File: src/rtl/peridot_phy_rxd_ex.sv
// UART receiver: 3-stage synchroniser, 2-of-3 mid-bit majority vote, optional parity,
// 1 or 2 stop bits, break detection and a one-deep output holding register.
module peridot_phy_rxd_ex #(
    parameter int unsigned CLOCK_FREQUENCY = 50000000,
    parameter int unsigned UART_BAUDRATE   = 115200,
    parameter int unsigned DATA_BITS       = 8,
    parameter int unsigned PARITY_MODE     = 0,
    parameter int unsigned STOP_BITS       = 1
) (
    input  logic                 clk,
    input  logic                 reset,
    input  logic                 out_ready,
    output logic                 out_valid,
    output logic [DATA_BITS-1:0] out_data,
    output logic [2:0]           out_error,
    output logic                 out_overrun,
    input  logic                 rxd
);
    localparam int unsigned DIV_W  = 12;
    localparam int unsigned CNT_W  = 4;
    localparam int unsigned DIVNUM = CLOCK_FREQUENCY / UART_BAUDRATE - 1;
    localparam int unsigned HALF   = DIVNUM / 2;

    localparam logic [DIV_W-1:0] DIV_RELOAD = DIV_W'(DIVNUM);
    localparam logic [DIV_W-1:0] SMP_FIRST  = DIV_W'(HALF + 1);
    localparam logic [DIV_W-1:0] SMP_MID    = DIV_W'(HALF);
    localparam logic [DIV_W-1:0] SMP_LAST   = DIV_W'(HALF - 1);
    localparam logic [DIV_W-1:0] DECIDE     = DIV_W'(HALF - 2);
    localparam logic [CNT_W-1:0] LAST_DATA  = CNT_W'(DATA_BITS);
    localparam logic             LAST_STOP  = 1'(STOP_BITS - 1);

    typedef enum logic [2:0] {
        S_IDLE, S_START, S_DATA, S_PARITY, S_STOP, S_BREAK
    } state_t;

    state_t               state_q, state_d;
    logic [DIV_W-1:0]     div_q, div_d;
    logic [2:0]           sync_q, sync_d;
    logic [2:0]           smp_q, smp_d;
    logic [CNT_W-1:0]     cnt_q, cnt_d;
    logic                 stop_q, stop_d;
    logic [DATA_BITS-1:0] shift_q, shift_d;
    logic                 par_q, par_d;
    logic                 zero_q, zero_d;
    logic                 perr_q, perr_d;
    logic                 ferr_q, ferr_d;
    logic                 brk_q, brk_d;
    logic                 valid_q, valid_d;
    logic [DATA_BITS-1:0] data_q, data_d;
    logic [2:0]           err_q, err_d;
    logic                 ovr_q, ovr_d;
    logic                 frame_done;
    logic [2:0]           frame_err;

    logic line_c, fall_c, wrap_c, decide_c, sample_c, vote_c;

    assign line_c   = sync_q[2];
    assign fall_c   = (sync_q[2:1] == 2'b10);
    assign wrap_c   = (div_q == '0);
    assign decide_c = (div_q == DECIDE);
    assign sample_c = (div_q == SMP_FIRST) || (div_q == SMP_MID) || (div_q == SMP_LAST);
    assign vote_c   = (smp_q[0] & smp_q[1]) | (smp_q[0] & smp_q[2]) | (smp_q[1] & smp_q[2]);

    // Frame sequencing, bit resolution and output handshake
    always_comb begin
        state_d    = state_q;
        div_d      = div_q;
        sync_d     = {sync_q[1:0], rxd};
        smp_d      = smp_q;
        cnt_d      = cnt_q;
        stop_d     = stop_q;
        shift_d    = shift_q;
        par_d      = par_q;
        zero_d     = zero_q;
        perr_d     = perr_q;
        ferr_d     = ferr_q;
        brk_d      = brk_q;
        valid_d    = valid_q;
        data_d     = data_q;
        err_d      = err_q;
        ovr_d      = 1'b0;
        frame_done = 1'b0;
        frame_err  = 3'b000;

        if (state_q != S_IDLE) begin
            div_d = wrap_c ? DIV_RELOAD : div_q - DIV_W'(1);
            if (sample_c) smp_d = {smp_q[1:0], line_c};
        end

        case (state_q)
            S_IDLE: begin
                if (fall_c) begin
                    state_d = S_START;
                    div_d   = DIV_RELOAD;
                    cnt_d   = '0;
                    stop_d  = 1'b0;
                    shift_d = '0;
                    par_d   = 1'b0;
                    zero_d  = 1'b1;
                    perr_d  = 1'b0;
                    ferr_d  = 1'b0;
                    brk_d   = 1'b0;
                end
            end
            S_START: begin
                if (decide_c && vote_c) state_d = S_IDLE;
                else if (wrap_c)        state_d = S_DATA;
            end
            S_DATA: begin
                if (decide_c) begin
                    shift_d = {vote_c, shift_q[DATA_BITS-1:1]};
                    par_d   = par_q ^ vote_c;
                    zero_d  = zero_q & ~vote_c;
                    cnt_d   = cnt_q + CNT_W'(1);
                end
                if (wrap_c && cnt_q == LAST_DATA)
                    state_d = (PARITY_MODE != 0) ? S_PARITY : S_STOP;
            end
            S_PARITY: begin
                if (decide_c) begin
                    perr_d = (PARITY_MODE == 1) ? ~(par_q ^ vote_c) : (par_q ^ vote_c);
                    zero_d = zero_q & ~vote_c;
                end
                if (wrap_c) state_d = S_STOP;
            end
            S_STOP: begin
                // The frame ends at the decision point of the last stop bit
                if (decide_c) begin
                    ferr_d = ferr_q | ~vote_c;
                    if (stop_q == 1'b0) brk_d = zero_q & ~vote_c;
                    if (stop_q == LAST_STOP) begin
                        frame_done = 1'b1;
                        frame_err  = {brk_d, perr_q, ferr_d};
                        state_d    = brk_d ? S_BREAK : S_IDLE;
                    end else begin
                        stop_d = 1'b1;
                    end
                end
            end
            S_BREAK: begin
                if (line_c) state_d = S_IDLE;
            end
            default: state_d = S_IDLE;
        endcase

        if (frame_done) begin
            if (!valid_q || out_ready) begin
                valid_d = 1'b1;
                data_d  = shift_q;
                err_d   = frame_err;
            end else begin
                ovr_d = 1'b1;
            end
        end else if (valid_q && out_ready) begin
            valid_d = 1'b0;
        end
    end

    always_ff @(posedge clk or posedge reset) begin
        if (reset) begin
            state_q <= S_IDLE;
            div_q   <= '0;
            sync_q  <= 3'b111;
            smp_q   <= '0;
            cnt_q   <= '0;
            stop_q  <= 1'b0;
            shift_q <= '0;
            par_q   <= 1'b0;
            zero_q  <= 1'b0;
            perr_q  <= 1'b0;
            ferr_q  <= 1'b0;
            brk_q   <= 1'b0;
            valid_q <= 1'b0;
            data_q  <= '0;
            err_q   <= '0;
            ovr_q   <= 1'b0;
        end else begin
            state_q <= state_d;
            div_q   <= div_d;
            sync_q  <= sync_d;
            smp_q   <= smp_d;
            cnt_q   <= cnt_d;
            stop_q  <= stop_d;
            shift_q <= shift_d;
            par_q   <= par_d;
            zero_q  <= zero_d;
            perr_q  <= perr_d;
            ferr_q  <= ferr_d;
            brk_q   <= brk_d;
            valid_q <= valid_d;
            data_q  <= data_d;
            err_q   <= err_d;
            ovr_q   <= ovr_d;
        end
    end

    assign out_valid   = valid_q;
    assign out_data    = data_q;
    assign out_error   = err_q;
    assign out_overrun = ovr_q;

endmodule
File: config.mk
export PLATFORM = sky130hd
export DESIGN_NAME = peridot_phy_rxd_ex
export DESIGN_NICKNAME = d
export VERILOG_FILES = /design/src/rtl/peridot_phy_rxd_ex.sv
export SDC_FILE = /design/constraint.sdc
export NUM_CORES = 1
export LEC_CHECK = 0
export CAP_MARGIN = 15
export CORE_MARGIN = 8
export CORE_UTILIZATION = 53
export CTS_CLUSTER_DIAMETER = 150
export DETAILED_ROUTE_END_ITERATION = 8
export GPL_TIMING_DRIVEN = 0
export HOLD_SLACK_MARGIN = 0.02
export PLACE_DENSITY = 0.81
export SLEW_MARGIN = 20
export SYNTH_ARGS = -nofsm -noshare
export SYNTH_HDL_FRONTEND = slang
export SYNTH_SLANG_ARGS = --single-unit
File: constraint.sdc
create_clock -name clk -period 1.85 [get_ports clk]
set_clock_uncertainty 0.1 [all_clocks]
set_input_delay 0.37 -clock clk [delete_from_list [all_inputs] [get_ports clk]]
set_output_delay 0.37 -clock clk [all_outputs]
set_load 0.02 [all_outputs]
==> metrics.yaml <==
run_status:
  outcome: "complete, but fails checks"
  failed_checks: "setup timing"
yosys:
  post-synth-top-area-cell: "dfrtp_1"
  synth_cells: 240
  syn-num-nets: 251
  synth_seq_cells: 50
  ys_seq_area_frac: 0.499
  yosys_warnings: 0
  synth.top_cell.area_share: 0.468
  syn_area_um2: 2510
  ys_async_sr_fraction: 1.00
  synth_top_cells_by_area: "dfrtp_1 47%, mux2_2 6.3%, ha_1 3.5%"
  synth-edff-count: 0
  synth.lib_cells_used.distinct: 57
  avgSynthCellArea_um2: 10.5
  synth_ff_type: "dfrtp_1"
critical_path:
  critical_register_to_register_path_startpoint: "state_q[0]"
  critPathKind: "register to register"
  max_fanout_on_critical_path: 10
  worst_r2r_path_depth: 5
  rrSetupSlack_ns: -0.07
  rr_endpoint: "out_error[0]"
  crit_path_end_kind: "register"
  critical_path_arrival_ns: 2.02
  crit_required_ns: 1.95
  worst_setup_path_start_kind: "register"
min_path:
  worstHoldPathType: "input pin to async pin"
die:
  die-height_um: 84.9
  io_pins: 17
  fp.coreArea_um2: 4660
  effective_utilization_at_floorplan: 0.540
  fp.dieArea_um2: 7210
  die_x_um: 84.9
  num_rows: 25
place:
  placedCellCount: 311
  pre_cts_ws_ns: -0.340
  buffer_ports.inserted: 16
  hpwlAfterDp_um: 3450
  globalplace.congestion: 0.858
  post_dp_cell_area_um2: 2790
drt:
  detail_route.drc_violations: 0
  number_of_vias_per_cell_after_detailed_routing: 5.96
  detailroute.via_count: 2032
  initialDrtViolationCount: 157
  route.antenna.remaining_nets: 0
  avgRoutedWirePerCell_um: 17.8
  drt_pass1_iterations: 4
  routed_wirelength_um: 6070
grt:
  grt_pass1_wl_um: 9630
  gr-usage-all-layers: 0.166
  antenna_violations_before_repair: 0
  grt_max_degree: 36
  first_global_vias: 1988
  global_route.overflow_total: 0
timing:
  hold_slack_ns: 0.237
  achievable-frequency_ghz: 0.521
  timing.final.ws_setup_ns: -0.0685
  hold_viol_final: 0
  period_needed_ns: 1.92
  timing.final.crit_share: 1.04
  worst_relative_slew_slack: 0.671
  worst_slew_pin_slew_ns: 0.489
  final-setup-viol-count: 15
  slew_violations: 0
  rsz0062_at_grt: "true"
clocking:
  holdBufCountCts: 0
  clock_tree.root_cell: "clkbuf_8"
  clk_pin_slew_worst_paths_ns: 0.09
  cts.path.max_buffers: 2
  ctsHtreeMaxLevel: 2
  cts_buffers: 5
  clock-sinks: 50
  clock_tree_from_tritoncts: "built"
  clock_insertion_delay_worst_skew_ns: 0.31
layout:
  fillCellCount: 333
  finish.net_count: 297
  insertedDiodeCount: 0
  leading_cell_type_in_the_layout_fill_and_taps_excluded: "dfrtp_1"
  postLayoutCoreUtil: 0.689
  stdcell_area_um2: 3210
  share_of_layout_cells_above_drive_strength_1: 0.307
  layoutNonFillerInstCount: 341
  syn2layout_area_growth_pct: 27.8
  highest_count_cells_in_the_layout_ignoring_fill_and_taps: "44 x dfrtp_1, 25 x buf_4, 21 x nand2_1"
power_and_ir_drop:
  p_per_area_nw_per_um2: 908
  max-vdd-ir-drop_mv: 0.838
  cellLeakagePower_uw: 0.00139
job:
  max_cap_viols: 0
kinds of logic (layout without fill, tap and decap cells):
kind of cell,Yosys count,in the layout,synth area share
AOI/OAI and AO/OA,47,47,0.119
xor gates and xnor gates,6,6,0.0209
adders and majority gates,8,8,0.0388
buffers and inverters,24,71,0.0413
DFF,50,50,0.499
muxes,15,15,0.0667
and+or+nand+nor,90,90,0.214
synth_stat cells (5+ instances only):
master,count
dfrtp_1,47
nand2_1,21
o21ai_0,16
mux2_2,14
nand3_1,13
inv_1,12
a31oi_1,10
clkbuf_1,8
nor2_1,8
ha_1,7
nor3_1,7
nand4_1,5
or3_1,5
xor2_1,5
metrics by stage:
step	total power, µW	TNS (ns)
finish	2920	-0.662
global route	3050	-1.76
floorplan	1820	-1.14
global placement	1960	-43.80
detailed placement	1980	-9.49
CTS	2820	-0.512
power breakdown:
group          total [µW]  internal (µW)  switching (µW)
Sequential           1330           1200             135
Clock                 668            301             367
Combinational         915            411             503
area by class of cell:
| class | instances | area [µm²] | share of cell area |
|---|---|---|---|
| multi-input cells | 166 | 1310 | 0.408 |
| flip-flops and latches | 50 | 1260 | 0.392 |
| repair buffers | 43 | 379 | 0.118 |
| clock buffers | 6 | 82.6 | 0.0257 |
| well taps | 54 | 67.6 | 0.0210 |
| plain buffers | 8 | 57.6 | 0.0179 |
| inverters | 12 | 45.0 | 0.0140 |
| clock inverters | 2 | 12.5 | 0.00389 |
worst max-delay path by stage:
stage,start,to,depth (start not counted)
after global routing,div_q[10],out_error[0],6
after detailed placement,div_q[9],out_error[0],5
after global placement,reset,out_data[0],2
final,state_q[0],out_error[0],5
after CTS,div_q[11],out_error[2],6
after floorplan,div_q[10],out_data[0],5
worst max-delay path: stages, from the launching register on:
cell     delay [ns]
dfrtp_1        0.39
buf_6          0.15
or3b_4         0.41
nor3b_4        0.28
buf_6          0.18
mux2_4         0.30
routing by layer:
layer | up-vias | global-route usage | wire length (µm)
li1 | 959 | - | -
met1 | 1004 | 0.201 | 2580
met2 | 59 | 0.272 | 3070
met3 | 10 | 0.0376 | 300
met4 | 0 | 0.0793 | 112
met5 | - | 0 | 0
sequential cells by signal, summed over array words and instances, names as in the netlist:
signal / flops
ferr_q: 1
out_error: 3
zero_q: 1
cnt_q: 4
shift_q: 8
out_overrun: 1
state_q: 3
out_valid: 1
perr_q: 1
out_data: 8
smp_q: 3
sync_q: 3
div_q: 12
par_q: 1
repair_timing:
action	4_1_cts	5_1_grt
setup endpoints to repair	44	44
buffers inserted	18	6
gates cloned	1	1
pin swaps	5	7
resized for setup	34	21
Note: power is estimated with default switching activity, not from simulation.
